[src/rtl/wide_add_pkg.sv]
// Shared types and default geometry for the wide-operand adder sequencer.
package wide_add_pkg;
  localparam int SLICE_W_DEF    = 32;
  localparam int NUM_SLICES_DEF = 4;

  typedef enum logic [1:0] {IDLE, RUN, DONE} state_t;
endpackage

[src/rtl/cla_slice_add.sv]
// Combinational P_SLICE_W-bit carry-look-ahead adder (parallel-prefix carries).
module cla_slice_add #(
  parameter int P_SLICE_W = 32
) (
  input  logic [P_SLICE_W-1:0] a,
  input  logic [P_SLICE_W-1:0] b,
  input  logic                 cin,
  output logic [P_SLICE_W-1:0] sum,
  output logic                 cout
);
  localparam int LV = (P_SLICE_W > 1) ? $clog2(P_SLICE_W) : 0;

  logic [LV:0][P_SLICE_W-1:0] gg, pp;
  logic [P_SLICE_W:0]         c;

  assign gg[0] = a & b;
  assign pp[0] = a ^ b;

  // Level l merges each bit's group with the group 2^l positions below it.
  for (genvar l = 0; l < LV; l++) begin : g_lvl
    for (genvar i = 0; i < P_SLICE_W; i++) begin : g_bit
      if (i >= (1 << l)) begin : g_merge
        assign gg[l+1][i] = gg[l][i] | (pp[l][i] & gg[l][i-(1<<l)]);
        assign pp[l+1][i] = pp[l][i] & pp[l][i-(1<<l)];
      end else begin : g_pass
        assign gg[l+1][i] = gg[l][i];
        assign pp[l+1][i] = pp[l][i];
      end
    end
  end

  assign c[0]           = cin;
  assign c[P_SLICE_W:1] = gg[LV] | (pp[LV] & {P_SLICE_W{cin}});
  assign sum            = pp[0] ^ c[P_SLICE_W-1:0];
  assign cout           = c[P_SLICE_W];
endmodule

[src/rtl/wide_add_seq.sv]
// Multi-cycle wide adder: one shared CLA slice, LS slice first, registered carry chain.
// Optional subtract mode is enabled by defining WIDE_ADD_SUB_EN.
module wide_add_seq
  import wide_add_pkg::*;
#(
  parameter int P_SLICE_W    = SLICE_W_DEF,
  parameter int P_NUM_SLICES = NUM_SLICES_DEF
) (
  input  logic                                clk_i,
  input  logic                                rst_i,
  input  logic                                in_valid_i,
  output logic                                in_ready_o,
  input  logic [P_SLICE_W*P_NUM_SLICES-1:0]   a_i,
  input  logic [P_SLICE_W*P_NUM_SLICES-1:0]   b_i,
  input  logic                                cin_i,
`ifdef WIDE_ADD_SUB_EN
  input  logic                                sub_i,
`endif
  output logic                                out_valid_o,
  input  logic                                out_ready_i,
  output logic [P_SLICE_W*P_NUM_SLICES-1:0]   sum_o,
  output logic                                cout_o,
  output logic                                busy_o
);
  localparam int W  = P_SLICE_W * P_NUM_SLICES;
  localparam int IW = $clog2((P_NUM_SLICES > 1) ? P_NUM_SLICES : 2);
  localparam logic [IW-1:0] LAST = IW'(P_NUM_SLICES - 1);

  state_t          state, state_nxt;
  logic [IW-1:0]   idx;
  logic [W-1:0]    a_r, b_r, sum_r;
  logic            carry;
  logic [P_SLICE_W-1:0] sl_sum;
  logic            sl_cout;

  cla_slice_add #(.P_SLICE_W(P_SLICE_W)) u_slice (
    .a    (a_r[int'(idx)*P_SLICE_W +: P_SLICE_W]),
    .b    (b_r[int'(idx)*P_SLICE_W +: P_SLICE_W]),
    .cin  (carry),
    .sum  (sl_sum),
    .cout (sl_cout)
  );

  always_comb begin
    state_nxt = state;
    case (state)
      IDLE:    if (in_valid_i)    state_nxt = RUN;
      RUN:     if (idx == LAST)   state_nxt = DONE;
      DONE:    if (out_ready_i)   state_nxt = IDLE;
      default:                    state_nxt = IDLE;
    endcase
  end

  always_ff @(posedge clk_i) begin
    if (rst_i) begin
      state <= IDLE;
      idx   <= '0;
      carry <= 1'b0;
      a_r   <= '0;
      b_r   <= '0;
      sum_r <= '0;
    end else begin
      state <= state_nxt;
      case (state)
        IDLE: if (in_valid_i) begin
          a_r <= a_i;
          idx <= '0;
`ifdef WIDE_ADD_SUB_EN
          // Two's-complement subtract: invert B and inject +1 as the initial carry.
          b_r   <= sub_i ? ~b_i : b_i;
          carry <= sub_i ? 1'b1 : cin_i;
`else
          b_r   <= b_i;
          carry <= cin_i;
`endif
        end
        RUN: begin
          sum_r[int'(idx)*P_SLICE_W +: P_SLICE_W] <= sl_sum;
          carry <= sl_cout;
          if (idx != LAST) idx <= idx + IW'(1);
        end
        default: ;
      endcase
    end
  end

  // After the last slice the carry register holds the carry out of bit W-1.
  assign sum_o       = sum_r;
  assign cout_o      = carry;
  assign in_ready_o  = (state == IDLE);
  assign out_valid_o = (state == DONE);
  assign busy_o      = (state != IDLE);
endmodule

[config.mk]
export PLATFORM = sky130hd
export DESIGN_NAME = wide_add_seq
export DESIGN_NICKNAME = d
export VERILOG_FILES = /design/src/rtl/wide_add_pkg.sv /design/src/rtl/cla_slice_add.sv /design/src/rtl/wide_add_seq.sv
export SDC_FILE = /design/constraint.sdc
export NUM_CORES = 1
export LEC_CHECK = 0
export ABC_AREA = 1
export BUFFER_PORTS_ARGS = -buffer_cell sky130_fd_sc_hd__buf_4
export CORE_UTILIZATION = 30
export DETAILED_ROUTE_END_ITERATION = 6
export MAX_ROUTING_LAYER = met4
export PLACE_DENSITY = 0.52
export SLEW_MARGIN = 20
export SYNTH_ARGS = -nofsm -noshare
export SYNTH_HDL_FRONTEND = slang
export SYNTH_HIERARCHICAL = 1
export SYNTH_SLANG_ARGS = --single-unit
[constraint.sdc]
create_clock -name clk_i -period 7.5 [get_ports clk_i]
set_input_delay 0 -clock clk_i [delete_from_list [all_inputs] [get_ports clk_i]]
set_output_delay 0 -clock clk_i [all_outputs]
set_load 0.02 [all_outputs]
=== Yosys cells after proc, flatten, opt, wreduce, memory -nomap -nowiden ===
Index checks and enable logic that the tools add are counted.

* Bitwise logic cells: 392
* $lt $le $gt $ge: 0
* Equality and inequality tests: 8
* Shifts and indexed selects: 4
* Reductions and logical operators: 7
* Add/subtract/negate cells: 2
* Muxes and demuxes: 10
* Multipliers: 0
* Div/mod/pow operators: 0

{| class="wikitable"
|+ Operators with widths
! cell !! number
|-
| AND 1 bit || 258
|-
| variable part select 128 x 8 -> 32 bit || 2
|-
| bitwise OR 1 bit || 129
|-
| bitwise mux 128 bit || 1
|-
| variable shift 32 x 33 -> 128 bit, first input constant || 1
|-
| variable part select 32 x 33 -> 128 bit || 1
|-
| AND 32 bit || 2
|-
| XOR 32 bit || 2
|-
| negation 7 -> 33 bit || 1
|-
| bitwise OR 32 bit || 1
|-
| two-way mux 2 bit || 5
|-
| != test 2 bit, second input constant || 4
|-
| case mux 2 bit (3 select lines) || 1
|-
| AND reduction 3 bit || 2
|-
| equality test 2 bit, second input constant || 2
|-
| case mux 2 bit (2 select lines) || 1
|-
| AND reduction 2 bit || 2
|-
| nonzero test 2 bit || 2
|-
| adder 2 x 1 -> 2 bit, second input constant || 1
|-
| equality test 2 x 1 -> 1 bit, second input constant || 1
|-
| zero test 2 bit || 1
|-
| != test 2 x 1 -> 1 bit, second input constant || 1
|-
| case mux 1 bit (2 select lines) || 1
|-
| two-way mux 1 bit || 1
|}

* Output and inout bits: 132
* ROM bits: 0
* Register bits: 389
* Word-level logic and storage cells: 429
* RAM bits: 0
* Memories kept: 0
* Bits in latches: 0

=== Longest topological paths before layout ===
* Depth in word-level cells: 16
* Mapped depth: 23
* Mapped depth without buffers: 20

=== Hierarchy ===
Netlist, hierarchy kept.

{| class="wikitable"
|+ Modules (own cells, without submodules)
! module !! instances !! cells an instance !! seq. area each (um^2) !! area an instance (um^2)
|-
| wide_add_seq || 1 || 2197 || 7787.5 || 15843.9
|-
| cla_slice_add || 1 || 529 || 0.0 || 2580.0
|}

=== Worst setup path after synthesis ===
No wires, ideal clock.

* Path type: register -> register
* Start point: register idx[0]
* End point: register sum_r[123] (netlist: sum_o[123])
* Path buffers: 3
* Cell stages (with the launch flop): 20
* Path slack: 4.782 ns
* Required time: 7.430 ns
* Data arrival time: 2.647 ns
* Period minus slack after synthesis: 2.718 ns
* Cells stage by stage: dfxtp_1 > buf_2 > buf_2 > clkbuf_1 > nor2_1 > o22ai_1 > ha_1 > nand2_1 > inv_2 > a21oi_2 > inv_1 > nand2_1 > nand3b_2 > nand2_2 > nand3_1 > nand2_1 > inv_1 > nor3_1 > nand2_1 > a21oi_1

* Cells in the longest elaborated chain, start to end: 15

{| class="wikitable"
|+ RTL lines
! what !! line !! text
|-
| start: declaration || wide_add_seq.sv:30 || <nowiki>logic [IW-1:0] idx;</nowiki>
|-
| start signal: assignment || wide_add_seq.sv:80 || <nowiki>if (idx != LAST) idx <= idx + IW'(1);</nowiki>
|-
| variable part select 128 x 8 -> 32 bit, on equally long branches || wide_add_seq.sv:37, wide_add_seq.sv:38 ||
|-
| XOR 32 bit or AND 32 bit (tied branches) || cla_slice_add.sv:17, cla_slice_add.sv:16 ||
|-
| AND 1 bit || cla_slice_add.sv:23 || <nowiki>assign gg[l+1][i] = gg[l][i] | (pp[l][i] & gg[l][i-(1<<l)]);</nowiki>
|-
| bitwise OR 1 bit || cla_slice_add.sv:23 ||
|-
| AND 1 bit || cla_slice_add.sv:23 ||
|-
| bitwise OR 1 bit || cla_slice_add.sv:23 ||
|-
| AND 1 bit || cla_slice_add.sv:23 ||
|-
| bitwise OR 1 bit || cla_slice_add.sv:23 ||
|-
| AND 1 bit or bitwise OR 1 bit (tied branches) || cla_slice_add.sv:23 ||
|-
| bitwise OR 1 bit or AND 1 bit (tied branches) || cla_slice_add.sv:23 ||
|-
| bitwise OR 1 bit || cla_slice_add.sv:23 ||
|-
| bitwise OR 32 bit || cla_slice_add.sv:33 || <nowiki>assign c[P_SLICE_W:1] = gg[LV] | (pp[LV] & {P_SLICE_W{cin}});</nowiki>
|-
| XOR 32 bit (*) || cla_slice_add.sv:34 || <nowiki>assign sum = pp[0] ^ c[P_SLICE_W-1:0];</nowiki>
|-
| named net sl_sum[27] || wide_add_seq.sv:33 || <nowiki>logic [P_SLICE_W-1:0] sl_sum;</nowiki>
|-
| variable part select 32 x 33 -> 128 bit (*) || wide_add_seq.sv:78 || <nowiki>sum_r[int'(idx)*P_SLICE_W +: P_SLICE_W] <= sl_sum;</nowiki>
|-
| bitwise mux 128 bit (*) || wide_add_seq.sv:78 ||
|-
| end signal: indexed assignment || wide_add_seq.sv:78 ||
|-
| end: declaration || wide_add_seq.sv:31 || <nowiki>logic [W-1:0] a_r, b_r, sum_r;</nowiki>
|}

Mark *: on every way through the listed nets, which the timed path passes. The rest lies on a longest branch.
A chain may end at the register's enable or synchronous reset.

=== Final worst setup path ===
* Start point: register idx[0]
* End point: register sum_r[111] (netlist: sum_o[111])

{| class="wikitable"
|+ RTL lines
! what !! line
|-
| variable part select 128 x 8 -> 32 bit, on equally long branches || wide_add_seq.sv:37, wide_add_seq.sv:38
|-
| XOR 32 bit or AND 32 bit (tied branches) || cla_slice_add.sv:17, cla_slice_add.sv:16
|-
| AND 1 bit, on equally long branches || cla_slice_add.sv:23, cla_slice_add.sv:24
|-
| bitwise OR 1 bit or AND 1 bit (tied branches) || cla_slice_add.sv:23
|-
| AND 1 bit or bitwise OR 1 bit (tied branches) || cla_slice_add.sv:23
|-
| bitwise OR 1 bit or AND 1 bit (tied branches) || cla_slice_add.sv:23
|-
| AND 1 bit or bitwise OR 1 bit (tied branches) || cla_slice_add.sv:23
|-
| bitwise OR 1 bit or AND 1 bit (tied branches) || cla_slice_add.sv:23
|-
| bitwise OR 1 bit || cla_slice_add.sv:23
|-
| bitwise OR 32 bit || cla_slice_add.sv:33
|-
| XOR 32 bit (*) || cla_slice_add.sv:34
|-
| named net sl_sum[15] || wide_add_seq.sv:33
|-
| variable part select 32 x 33 -> 128 bit (*) || wide_add_seq.sv:78
|-
| bitwise mux 128 bit (*) || wide_add_seq.sv:78
|}

Marked as above.

==> results_dict.tcl <==
set metrics [dict create \
    critPathArrivalTime_ns 5.25 \
    dr_total_vias 19700 \
    yosysSeqAreaShare_pct 42.3 \
    antenna_cells 0 \
    htree_levels 2 \
    wl_met3_um 3440 \
    endpoint_kind "register" \
    ff2ff_path_depth 16 \
    post-route-period-util_pct 63.4 \
    cts_inserted_buffers 45 \
    path_clk_slew_ns 0.06 \
    r2r-end "sum_o[111]" \
    fin_crit_ns 4.76 \
    antenna_found_initial 0 \
    grt_pass1_wl_um 111000 \
    wl_met1_um 33400 \
    irDropWorstVdd_v 0.000153 \
    multi_input_area_um2 9150 \
    syn-num-nets 3025 \
    clock_skew_ns 0.0169 \
    max_stage_delay_ns 0.71 \
    top_layer "met4" \
    hold_violations 0 \
    start_kind "register" \
    synth_edf_count 0 \
    crit_family "buffers and inverters" \
    p_per_area_nw_per_um2 246 \
    fillers 6235 \
    cts_tree "yes" \
    cp_max_fo 87 \
    min_to "a_r[5]" \
    syn-cell-area_um2 18400 \
    die_x_um 250 \
    yosysTopAreaCell "dfxtp_1" \
    synth.most_common_cell "nor2_1" \
    hold_path_depth 4 \
    cp_num_buf_inv 4 \
    nNetsFinal 3559 \
    maxSlewViolCount 0 \
    die_area_um2 62400 \
    maxCapViolations 0 \
    viasPerCell 4.84 \
    final_layout_size_suffix_gt1_share_pct 16.2 \
    clockBufferDepth 3 \
    io_pins 393 \
    hold_start "a_i[5]" \
    drt-initial-drc-count 1392 \
    async_flop_share_pct 0 \
    rsz0062_at_grt "no" \
    gp_congestion 0.882 \
    p_leak_nw 11.4 \
    synthToLayoutAreaGrowth_pct 39.5 \
    worst-setup-path-type "register to register" \
    worstPathRequired_ns 8.00 \
    core_area_um2 60500 \
    rr_startpoint "idx[0]" \
    drt_pass1_iterations 5 \
    stdcell_count 4077 \
    clock_latency_ns 0.57 \
    yosys_warnings 6 \
    grt_pass1_vias 19200 \
    grt_usage_pct 23.3 \
    port_buffers 392 \
    timing.setup.tns_ns 0 \
    dpl.cell_count 3735 \
    maxSlewHeadroom_pct 34.6 \
    synth_top_area_share_pct 42.3 \
    core.rowCount 90 \
    worstMarginPinSlew_ns 0.982 \
    routed-wl-met2_um 33200 \
    die_y_um 250 \
    seq_area_um2 7790 \
    hold_class "primary input to register" \
    dp_hpwl_um 51100 \
    syn_area_per_cell_um2 6.76 \
    ys.flop_type "dfxtp_1" \
    ys_types 42 \
    wire_per_inst_um 17.8 \
    start_util_pct 30.5 \
    reg2reg_slack_ns 2.74 \
    cts_setup_buffers 0 \
    setup_viol 0 \
    overflow 0 \
    status "completed" \
    path_cells "inv_4, buf_4, o21ai_0, o22ai_1, ha_1, nand2_1, nor2_1, nand2_1, nand2_1, inv_1, nand2_2, xor2_1, inv_1, nor3_1, nand2_1, a21oi_1" \
    wl_um 72700 \
    crit_slowest_cell "inv_4" \
    clock-sinks 389 \
    cts-root-buf "clkbuf_16" \
    hold_ws_ns 0.224 \
    netlist_top_cells_area "dfxtp_1 (42%), nor2_1 (15%), o21ai_0 (11%)" \
    timing.fmax_mhz 210 \
    drcViolationCount 0 \
    synthTopCellsByCount "nor2_1 (753), nand2_1 (436), o21ai_0 (404), dfxtp_1 (389), a21oi_1 (147)" \
    p_total_mw 6.33 \
    cpMostUsedCell "nand2_1" \
    cts-resized-gates 0 \
    grt_max_degree 168 \
    ys_ff_latch 389 \
    antenna_left 0 \
    syn-instance-count 2726 \
]
[worst min-delay path, stage by stage]
cell           delay [ns]
dlygate4sd3_1        0.52
buf_4                0.09
o21ai_0              0.07
nor2_1               0.08
[power by group]
part / internal (mW) / leakage [nW] / switching, mW
combinational: 0.604 / 7.41 / 1.18
clock: 1.36 / 0.749 / 0.889
sequential: 2.21 / 3.20 / 0.0912
total: 4.17 / 11.4 / 2.16
[registers in the layout, summed over array words and instances (netlist names)]
register / flops
idx: 2
b_r: 128
state: 2
cout_o: 1
sum_o: 128
a_r: 128
[through the flow]
stage	worst slack (ns)	cell area (um^2)	util (%)
after floorplan	4.78	18400	-
after global placement	2.70	21600	35.7
after detailed placement	2.70	21600	35.7
after CTS	2.70	25700	42.5
after global routing	2.32	25700	42.5
final	2.74	25700	42.5
[repair_timing]
action                                  CTS  global route
endpoints found under the hold margin   300             0
hold buffers                            260             0
endpoints found under the setup margin    0             0
[logic make-up (layout without fill, tap and decap cells)]
kind of cell,after synthesis,after routing,share of synthesized area [%]
DFF,389,389,42.3
and+or+nand+nor,1322,1322,28.7
adders and majority gates,38,38,2.62
buffers and inverters,336,905,8.14
xor gates and xnor gates,16,16,0.761
AOI/OAI and AO/OA,625,625,17.5
[layout by cell type (no fill, tap or decap), drive strengths merged]
master,count
nand2,454
dlygate4sd3,260
buf,406
nor2,760
and2,1
ha,37
a21oi,148
nand3b,3
nor3,37
fa,1
clkinvlp,2
xor2,14
or2,1
clkinv,4
o21ai,409
nand3,62
dfxtp,389
bufinv,2
nand2b,1
inv,160
o21bai,1
a21o,1
nand4,3
o22ai,64
xnor2,2
clkbuf,71
a31oi,2
[worst max-delay path by stage]
stage	to	slack [ns]	cells past startpoint	startpoint
after floorplan	sum_o[123]	4.78	19	idx[0]
after global placement	sum_o[52]	2.70	17	idx[0]
after detailed placement	sum_o[52]	2.70	17	idx[0]
after CTS	sum_o[52]	2.70	17	idx[0]
after global routing	sum_o[47]	2.32	16	idx[0]
final	sum_o[111]	2.74	16	idx[0]
[final cells by class]
type,instances,share of cell area (%)
sequential,389,30.3
inverter,157,2.36
tap,782,3.81
multi-input combinational,2001,35.6
timing repair buffer,666,22.0
clock inverter,11,0.472
clock buffer,71,5.47
[per-layer routing]
metal,GRT usage [%],up-vias
li1,-,9856
met1,30.4,9157
met2,36.8,588
met3,2.71,133
met4,8.84,0
met5,-,-
No activity file was read; power rests on OpenSTA's default activity.
